[config.mk]
export PLATFORM = sky130hd
export DESIGN_NAME = fifo_drain_dma
export DESIGN_NICKNAME = d
export VERILOG_FILES = /design/src/rtl/fifo_drain_dma.sv
export SDC_FILE = /design/constraint.sdc
export NUM_CORES = 1
export LEC_CHECK = 0
export ABC_CLOCK_PERIOD_IN_PS = 2180
export BUFFER_PORTS_ARGS = -buffer_cell sky130_fd_sc_hd__buf_2
export CAP_MARGIN = 20
export CORE_MARGIN = 1
export CORE_UTILIZATION = 30
export DETAILED_ROUTE_END_ITERATION = 10
export PLACE_DENSITY = 0.63
export RECOVER_POWER = 50
export SLEW_MARGIN = 40
export SYNTH_ARGS = -nofsm -noshare
export SYNTH_HDL_FRONTEND = slang
export SYNTH_SLANG_ARGS = --single-unit
[constraint.sdc]
create_clock -name Clk -period 2.18 [get_ports Clk]
set_clock_uncertainty 0.2 [all_clocks]
set_input_delay 0.109 -clock Clk [delete_from_list [all_inputs] [get_ports Clk]]
set_output_delay 0.109 -clock Clk [all_outputs]
set_load 0.03 [all_outputs]
[src/rtl/fifo_drain_dma.sv]
// fifo_drain_dma: drains a fixed number of words from an upstream FIFO and
// writes them to consecutive word addresses on a simple req/ack write bus.
// One word moves per FETCH/WRITE pair. The optional abort feature is compiled
// in with the macro FIFO_DRAIN_ABORT_EN, which adds the Abort/Aborted ports.
module fifo_drain_dma #(
    parameter int C_DWIDTH = 32,
    parameter int C_LWIDTH = 16
) (
    input  logic                Clk,
    input  logic                Reset,
    input  logic                Start,
    input  logic [31:0]         Dst_Addr,
    input  logic [C_LWIDTH-1:0] Length,
    output logic                FIFO_Read,
    input  logic [C_DWIDTH-1:0] FIFO_Data,
    input  logic                FIFO_Empty,
    output logic                Bus_Req,
    output logic [31:0]         Bus_Addr,
    output logic [C_DWIDTH-1:0] Bus_Data,
    input  logic                Bus_Ack,
    output logic                Busy,
    output logic                Done,
    output logic [C_LWIDTH-1:0] Words_Left
`ifdef FIFO_DRAIN_ABORT_EN
    ,
    input  logic                Abort,
    output logic                Aborted
`endif
);

    typedef enum logic [1:0] {
        S_IDLE   = 2'd0,
        S_FETCH  = 2'd1,
        S_WRITE  = 2'd2,
        S_FINISH = 2'd3
    } state_t;

    localparam logic [31:0]         C_ADDR_STEP = 32'd4;
    localparam logic [C_LWIDTH-1:0] C_ONE_WORD  = C_LWIDTH'(1);

    state_t              r_state;
    state_t              w_next;
    logic [31:0]         r_bus_addr;
    logic [C_DWIDTH-1:0] r_bus_data;
    logic [C_LWIDTH-1:0] r_words_left;
    logic                w_abort;
    logic                w_accept;
    logic                w_pop;
    logic                w_wr_ack;

`ifdef FIFO_DRAIN_ABORT_EN
    logic                r_aborted;
    assign w_abort = Abort && ((r_state == S_FETCH) || (r_state == S_WRITE));
    assign Aborted = r_aborted;
`else
    assign w_abort = 1'b0;
`endif

    // Handshake qualifiers: accepted start, actual FIFO pop, counted bus write.
    // An abort suppresses the pop and discards a same-cycle acknowledge.
    always_comb begin
        w_accept = (r_state == S_IDLE) && Start && (Length != '0);
        w_pop    = (r_state == S_FETCH) && !FIFO_Empty && !w_abort;
        w_wr_ack = (r_state == S_WRITE) && Bus_Ack && !w_abort;
    end

    // Next-state decode and Moore/handshake outputs.
    always_comb begin
        w_next    = r_state;
        FIFO_Read = w_pop;
        Bus_Req   = (r_state == S_WRITE);
        Busy      = (r_state != S_IDLE);
        Done      = (r_state == S_FINISH);
        case (r_state)
            S_IDLE: begin
                if (Start) begin
                    w_next = (Length == '0) ? S_FINISH : S_FETCH;
                end
            end
            S_FETCH: begin
                if (w_abort) begin
                    w_next = S_FINISH;
                end else if (!FIFO_Empty) begin
                    w_next = S_WRITE;
                end
            end
            S_WRITE: begin
                if (w_abort) begin
                    w_next = S_FINISH;
                end else if (Bus_Ack) begin
                    w_next = (r_words_left == C_ONE_WORD) ? S_FINISH : S_FETCH;
                end
            end
            S_FINISH: begin
                w_next = S_IDLE;
            end
            default: begin
                w_next = S_IDLE;
            end
        endcase
    end

    // State register; reset wins over every other input.
    always_ff @(posedge Clk) begin
        if (Reset) begin
            r_state <= S_IDLE;
        end else begin
            r_state <= w_next;
        end
    end

    // Address, data and word-count registers; address wraps modulo 2^32.
    always_ff @(posedge Clk) begin
        if (Reset) begin
            r_bus_addr   <= '0;
            r_bus_data   <= '0;
            r_words_left <= '0;
        end else begin
            if (w_accept) begin
                r_bus_addr   <= Dst_Addr;
                r_words_left <= Length;
            end
            if (w_pop) begin
                r_bus_data <= FIFO_Data;
            end
            if (w_wr_ack) begin
                r_bus_addr   <= r_bus_addr + C_ADDR_STEP;
                r_words_left <= r_words_left - C_ONE_WORD;
            end
        end
    end

`ifdef FIFO_DRAIN_ABORT_EN
    // Aborted is set on the edge into FINISH and cleared on the edge out,
    // so it pulses together with Done.
    always_ff @(posedge Clk) begin
        if (Reset) begin
            r_aborted <= 1'b0;
        end else if (r_state == S_FINISH) begin
            r_aborted <= 1'b0;
        end else if (w_abort) begin
            r_aborted <= 1'b1;
        end
    end
`endif

    assign Bus_Addr   = r_bus_addr;
    assign Bus_Data   = r_bus_data;
    assign Words_Left = r_words_left;

endmodule

==> results summary, run 1 <==
The run finished with clean final reports. The proportion of register bits with asynchronous set or reset after synthesis is 0%. The critical path is of the flop to flop type. The synthesized netlist cell count is 487.

The final-report max-slew violation count was 0. The internal power came out at between 3 and 4 mW. In the final layout, the multi-input gates occupy 0.00207 sq mm. The maximum fanout along the worst path came out at 8. The initial antenna violation count is 0. The die extent in x is 115 um.

Of the total power, the share spent switching nets is 31.6%. The pre-antenna-repair detailed-routing pass consisted of 5 iterations. Entering global routing, the biggest net connects 34 pins.

Summed over all instances, the cell type with the most area after synthesis is sky130_fd_sc_hd__dfxtp_1. The setup violation total in the final timing report is 0. The clock tree from TritonCTS is yes. The count of placed standard cells including taps is 822. The share of total power dissipated in the clock network is 37.0%. The sequential cell area is 0.00165 sq mm. The static leakage power came out at 2.39 nW. In this run the cell area measured after placement is around 0.005 sq mm. The sum of negative setup slack is 0 ps. The count of final hold-check violations is 0. The total power consumption of the routed design came out at roughly 4.4 mW.

The number of enable flip-flop cells after synthesis came out at 0. The number of global-route vias before repair was 4553. The share of the clock period used by the worst path after layout came out at 96.2%. The worst setup path is captured at a flop. The proportion of netlist area held by the largest area contributor came out at between 40 and 50%. The area of the core is approximately 0.012 sq mm. The first-pass GRT wire length is around 22000 um. The final routed wirelength across all metal layers came out at 13900 um. The average wire length per cell after detail routing came out at 15.1 um.

The clock latency on the worst-skew pair is 340 ps. The setup slack after placement is 68.6 ps. Ranked by instance count, the synthesized netlist is headed by sky130_fd_sc_hd__nand2_1, sky130_fd_sc_hd__dfxtp_1, sky130_fd_sc_hd__a21oi_1. The count of maximum capacitance violations is 0. The detail route stage leaves a number of antenna-violating nets equal to 0. The worst setup path is launched from a flop. The number of CTS-inserted buffers is 9. In the final layout, the share of cells above drive strength 1 is 21.9%. The number of filler instances in the final layout came out at 1224. The number of standard-cell rows in the floorplan came out at 40. The average instance area after synthesis came out at 7.85 sq um. IR analysis of the VDD net gives a maximum drop of between 0.3 and 0.4 mV. The ratio of total power to cell area came out at 721 mW/mm^2. Timing would allow up to 477 MHz. The sum of overflow across all layers after global routing is 0. The number of vias in the routed layout is 4707. The root buffer cell chosen for the clock tree is sky130_fd_sc_hd__clkbuf_16. The y dimension of the die came out at approximately 110 um.

Sorting the synthesized cells by area gives the leading types as sky130_fd_sc_hd__dfxtp_1, sky130_fd_sc_hd__nand2_1, sky130_fd_sc_hd__a21oi_1. The post-detailed-route DRC marker count is 0. Clock-pin slew was measured on the worst setup and hold paths at 70 ps. Relative to the synthesized area, the layout overhead comes to 60.5%. The final net count came out at 838.

The number of distinct library cells after synthesis is 51. The portion of the post-synthesis area used by sequential elements came out at 42.9%. The power share of the combinational group came out at between 20% and 30%. The setup slack after layout is 83.6 ps.

The data required time of the worst path is 2250 ps. The maximum clock insertion buffer count is 2. The worst-margin pin slew is 640 ps. The dominant register cell in the synthesized netlist is sky130_fd_sc_hd__dfxtp_1.

The worst min-delay path category is input pin to flop. The per-cell via count in the routed design came out at 5.09. The net switching power is 1.40 mW. By instance count, the leading cell after synthesis is sky130_fd_sc_hd__nand2_1. The clock drives 82 sinks. The port buffer count came out at between 150 and 200. The post-synthesis register bit count is 82. The number of nets in the synthesized netlist is 575. The estimated wirelength of the detail-placed design is 9370 um.

The worst slew margin relative to its limit came out at 57.3%. The total die area is 0.0132 sq mm. The total of warnings raised by yosys is 0. The first routing iteration left between 200 and 300 violations. The final critical path time including I/O delays and setup is 2100 ps. The number of standard cells in the layout, taps in and fillers out is 924. The routability congestion estimate from global placement came out at 0.860.

The total global-route track usage came out at roughly a fifth. For this design the top-level I/O count stands at 169. The synthesized netlist occupies a cell area of roughly 0.0038 sq mm.

The initial utilization of the core area, before any placement, comes to between 30 and 40%. The relative contribution of sequential cells to total power came out at 39.0%. The H-tree was split into 3 levels. The total non-filler cell area in the finished layout came out at 0.00613 sq mm. The arrival time at the worst endpoint came out at 2170 ps.
-- per-stage QoR --
step,hold slack (ps),util (%)
floorplan,45.0,-
global placement,149,40.9
detailed placement,158,40.9
CTS,10.8,50.2
global route,44.6,50.2
finish,18.3,50.2
-- sequential cells by signal, summed over array words and instances, names as in the netlist --
| register | count |
|---|---|
| Bus_Addr | 32 |
| Bus_Data | 32 |
| Words_Left | 16 |
| r_state | 2 |
-- logic make-up after synthesis --
group / synth area share [%]
compound gates: 22.7
xor+xnor: 0.229
fa+ha+maj: 0.982
buf+inv: 4.03
flops: 42.9
simple gates: 29.2
-- metal layers --
metal	wire length (um)	up-vias	track usage, %	part of all wire, %
li1	-	2302	-	-
met2	6720	180	35.8	48
met5	0	-	0	0
met4	369	0	9.00	2.7
met3	949	33	5.85	6.8
met1	5870	2192	24.7	42
-- layout by cell type, fill, tap and decap left out, types with 6 or more instances in the layout --
master,netlist,routed
sky130_fd_sc_hd__nand2_1,106,104
sky130_fd_sc_hd__a2bb2oi_1,10,10
sky130_fd_sc_hd__o211ai_1,10,10
sky130_fd_sc_hd__nor2_1,31,31
sky130_fd_sc_hd__or3_1,11,11
sky130_fd_sc_hd__clkbuf_1,18,79
sky130_fd_sc_hd__buf_2,9,89
sky130_fd_sc_hd__nor3_1,6,6
sky130_fd_sc_hd__dfxtp_1,82,77
sky130_fd_sc_hd__a31oi_1,20,20
sky130_fd_sc_hd__clkbuf_16,0,10
sky130_fd_sc_hd__inv_1,8,8
sky130_fd_sc_hd__o21ai_0,6,6
sky130_fd_sc_hd__nand3_1,24,24
sky130_fd_sc_hd__dlygate4sd3_1,0,81
sky130_fd_sc_hd__o311ai_0,8,8
sky130_fd_sc_hd__nand4_1,10,10
sky130_fd_sc_hd__a21oi_1,70,69
sky130_fd_sc_hd__nor4_1,8,6
sky130_fd_sc_hd__buf_4,0,27
-- power groups by stage --
stage | registers [mW] | logic [mW] | clock network (mW)
finish | 1.73 | 1.06 | 1.64
CTS | 1.72 | 1.06 | 1.67
global route | 1.74 | 1.14 | 1.74
global placement | 1.74 | 0.930 | 0
floorplan | 1.94 | 0.375 | 0
detailed placement | 1.75 | 0.941 | 0
-- final cells by class --
cell class,instances,share of cell area [%]
Tap cell,168,3.43
Timing Repair Buffer,282,30.0
Sequential cell,82,26.9
Inverter,8,0.490
Clock buffer,11,4.30
Clock inverter,5,0.959
Antenna cell,1,0.0408
Multi-Input combinational cell,367,33.8
-- worst max-delay path, cell delays in order, from the launching register on --
cell	delay (ps)
sky130_fd_sc_hd__dfxtp_1	380
sky130_fd_sc_hd__or3_4	420
sky130_fd_sc_hd__nor4_2	380
sky130_fd_sc_hd__nand2_1	170
sky130_fd_sc_hd__or3_1	320
sky130_fd_sc_hd__a31oi_1	150
-- final timing paths --
check / startpoint / end / slack, ps / cells past startpoint
worst max-delay path: Words_Left[2]$_SDFFE_PP0P_ / Words_Left[13]$_SDFFE_PP0P_ / 80 / 5
worst min-delay path: Start / r_state[1]$_SDFFE_PP0P_ / 20 / 4
worst max register to register: Words_Left[2]$_SDFFE_PP0P_ / Words_Left[13]$_SDFFE_PP0P_ / 80 / 5
worst min register to register: Bus_Addr[1]$_SDFFE_PP0P_ / Bus_Addr[1]$_SDFFE_PP0P_ / 260 / 2
-- what timing repair did --
item,4_1_cts,5_1_grt
endpoints found under the setup margin,0,35
resized for setup,0,16
endpoints found under the hold margin,82,0
hold buffers,81,0
setup buffers,0,4
No activity file was read; power rests on OpenSTA's default activity.
==> run 2: changes to the inputs <==
Settings changed: ABC_CLOCK_PERIOD_IN_PS 2180 to 2000, PLACE_DENSITY 0.63 to 0.61.
Clock period 2.18 ns to 2 ns, I/O delays scaled along.
==> results summary, run 2 (synthesis gave the netlist of run 1 again) <==
The port buffer count is ~170. The length of the first detailed-routing pass in iterations is 4. The sink of the worst hold path is r_state[1]$_SDFFE_PP0P_.

The setup path with the least slack is of type input pin to flop. The effective utilization at floorplan came out at 31.3%. The maximum number of pins on one net before global-route repair came out at 48. The clock sink count came out at 82. The startpoint type of the worst setup path is an input pin. The data required time of the worst path came out at between 2000 and 2500 ps. The worst min-delay path startpoint is Start.

The number of vias in the routed layout is 4734. The estimated wirelength of the detail-placed design came out at between 9000 and 10000 um. The clock root buffer is sky130_fd_sc_hd__clkbuf_16.

For the worst-skew pair, the clock arrives at the later sink with an insertion delay of between 300 and 400 ps. The final critical path time including I/O delays and setup is 2020 ps. The maximum fanout along the worst path is 5. The worst-margin pin slew is between 400 and 500 ps. The post-detailed-route DRC marker count came out at 0. The number of standard cells in the layout, taps in and fillers out is 935.

After the first detailed-routing iteration, the DRC count stood at about 440. The sort of element at the end of the critical path is a flop. Headroom to the max-slew limit came out at approximately 71%. The count of buffering cells on the critical path with inverters included is 4.

The initial antenna violation count is 0. Setup repair after global routing could not meet its margin everywhere. The start of the worst register-to-register path is Words_Left[4]$_SDFFE_PP0P_. On the worst path, the slowest cell contributes a delay of 530 ps.

The per-cell via count in the routed design came out at 5.06. In the layout the commonest cells are sky130_fd_sc_hd__buf_2, sky130_fd_sc_hd__nand2_1, sky130_fd_sc_hd__dlygate4sd3_1, sky130_fd_sc_hd__a21oi_1, sky130_fd_sc_hd__dfxtp_1. IR analysis of the VDD net gives a maximum drop of 0.368 mV. The count of final hold-check violations came out at 0.

The first-pass GRT wire length is ~22000 um. The average wire length per cell after detail routing is 15.4 um. The maximum clock insertion buffer count came out at 2. The number of CTS-inserted buffers is 9. The sum of overflow across all layers after global routing came out at 0.

The count of maximum capacitance violations is 0. The hold-critical path depth is 4. The core region is around 0.012 sq mm.

The total global-route track usage is 21.2%. Leaving out fill and tap cells, the most frequent cell in the layout is sky130_fd_sc_hd__buf_2. In the final layout, the share of cells above drive strength 1 is 28.6%. The number of standard-cell rows in the floorplan is 40. The setup slack after placement came out at about 4.4 ps. The share of the clock period used by the worst path after layout is 101%. Compared with the post-synthesis result, the final layout area differs by 66.7%.

The y dimension of the die came out at 115 um. The total power consumption of the routed design is 5.09 mW. The maximum level of the CTS H-tree came out at 3.

The worst hold path belongs to the class input pin to flop. The total die area came out at 0.0132 sq mm. The register-to-register path setup slack is approximately 40 ps. The final-report max-slew violation count is 0. The critical path goes through dlygate4sd3_1, buf_2, nor4_2, nand4_1, buf_4, a21oi_2, buf_6, o21ai_0, a31oi_1. The die is 115 um wide. For this design the ratio of total power to cell area is approximately 800 mW/mm^2. The number of cells traversed by the worst register-to-register path is 5. The number of primary I/O pins is between 150 and 200. On the critical path, the stage with the largest delay is an instance of sky130_fd_sc_hd__dlygate4sd3_1. The setup violation total in the final timing report came out at 1. The arrival time at the worst endpoint is 2080 ps.

The run finished, with violations left. On the critical path the largest part of the delay comes from buffers and inverters. The worst register-to-register path ends at Words_Left[13]$_SDFFE_PP0P_. The setup slack after layout came out at -15.5 ps.

Derived from the worst setup path, the maximum achievable clock frequency is 496 MHz. The clock-pin slew on the worst setup and hold paths is 60 ps. TritonCTS built the clock tree. The static leakage power came out at between 2 and 3 nW. The number of global-route vias before repair came to 4414. The remaining antenna violation count after routing is 0.

The count of placed standard cells including taps is 830. The count of inserted antenna diode cells is 0. The final reports fail on setup timing. The final net count is 851. The routability congestion estimate from global placement is between 0.8 and 0.9. The final routed wirelength across all metal layers came out at roughly 14000 um. The critical path runs through a total of 9 cells.
[run 2: what timing repair did]
item | 4_1_cts | 5_1_grt
pin swaps | 0 | 4
gates resized for setup | 1 | 19
gates cloned | 0 | 2
hold buffers | 82 | 0
setup endpoints to repair | 1 | 46
buffers inserted | 0 | 6
hold endpoints to repair | 82 | 0
[run 2: worst max-delay path by stage]
| stage | from | to | slack, ps |
|---|---|---|---|
| 3_3_place_gp | Length[2] | Bus_Addr[30]$_SDFFE_PP0P_ | 50 |
| 4_1_cts | Length[3] | Bus_Addr[31]$_SDFFE_PP0P_ | 1 |
| 6_report | Length[3] | Bus_Addr[29]$_SDFFE_PP0P_ | -20 |
| 2_1_floorplan | Words_Left[3]$_SDFFE_PP0P_ | Words_Left[13]$_SDFFE_PP0P_ | -2 |
| 5_1_grt | Words_Left[4]$_SDFFE_PP0P_ | Words_Left[13]$_SDFFE_PP0P_ | -70 |
| 3_5_place_dp | Length[2] | Bus_Addr[28]$_SDFFE_PP0P_ | 4 |
[run 2: cell type report]
type	instances	area, sq um
repair buffers	295	2000
fillers	1185	5840
well taps	168	210
multi-input cells	367	2100
inverters	8	30.0
clock inverters	5	100
flip-flops and latches	82	1670
clock buffers	10	250
[run 2: metal layers]
layer  vias to the layer above  share of wire [%]  GRT usage (%)  wire (um)
met5                         -                  0              0          0
met4                         0                2.7           10.8        391
met3                        29                5.3           4.80        762
met2                       164                 49           35.1       7040
met1                      2217                 43           25.8       6240
li1                       2324                  -              -          -
[run 2: worst register-to-register path, delay by kind of cell, from the launching register on]
family          cells  cell delay [ps]
compound gates      1              180
simple gates        4             1160
flops               1              350
[run 2: per-stage QoR]
| stage | hold slack [ps] | TNS (ps) | cell area [sq um] | util [%] |
|---|---|---|---|---|
| 2_1_floorplan | 28.5 | -2.32 | 3870 | - |
| 3_3_place_gp | 140 | 0 | 5120 | 41.9 |
| 3_5_place_dp | 146 | 0 | 5120 | 41.9 |
| 4_1_cts | 18.1 | 0 | 6300 | 51.6 |
| 5_1_grt | 53.9 | -464 | 6370 | 52.2 |
| 6_report | 41.0 | -15.5 | 6370 | 52.2 |
[run 2: report_power, final]
| part | switching, mW | internal [mW] |
|---|---|---|
| Combinational | 0.732 | 0.518 |
| Sequential | 0.116 | 1.76 |
| Clock | 0.678 | 1.28 |
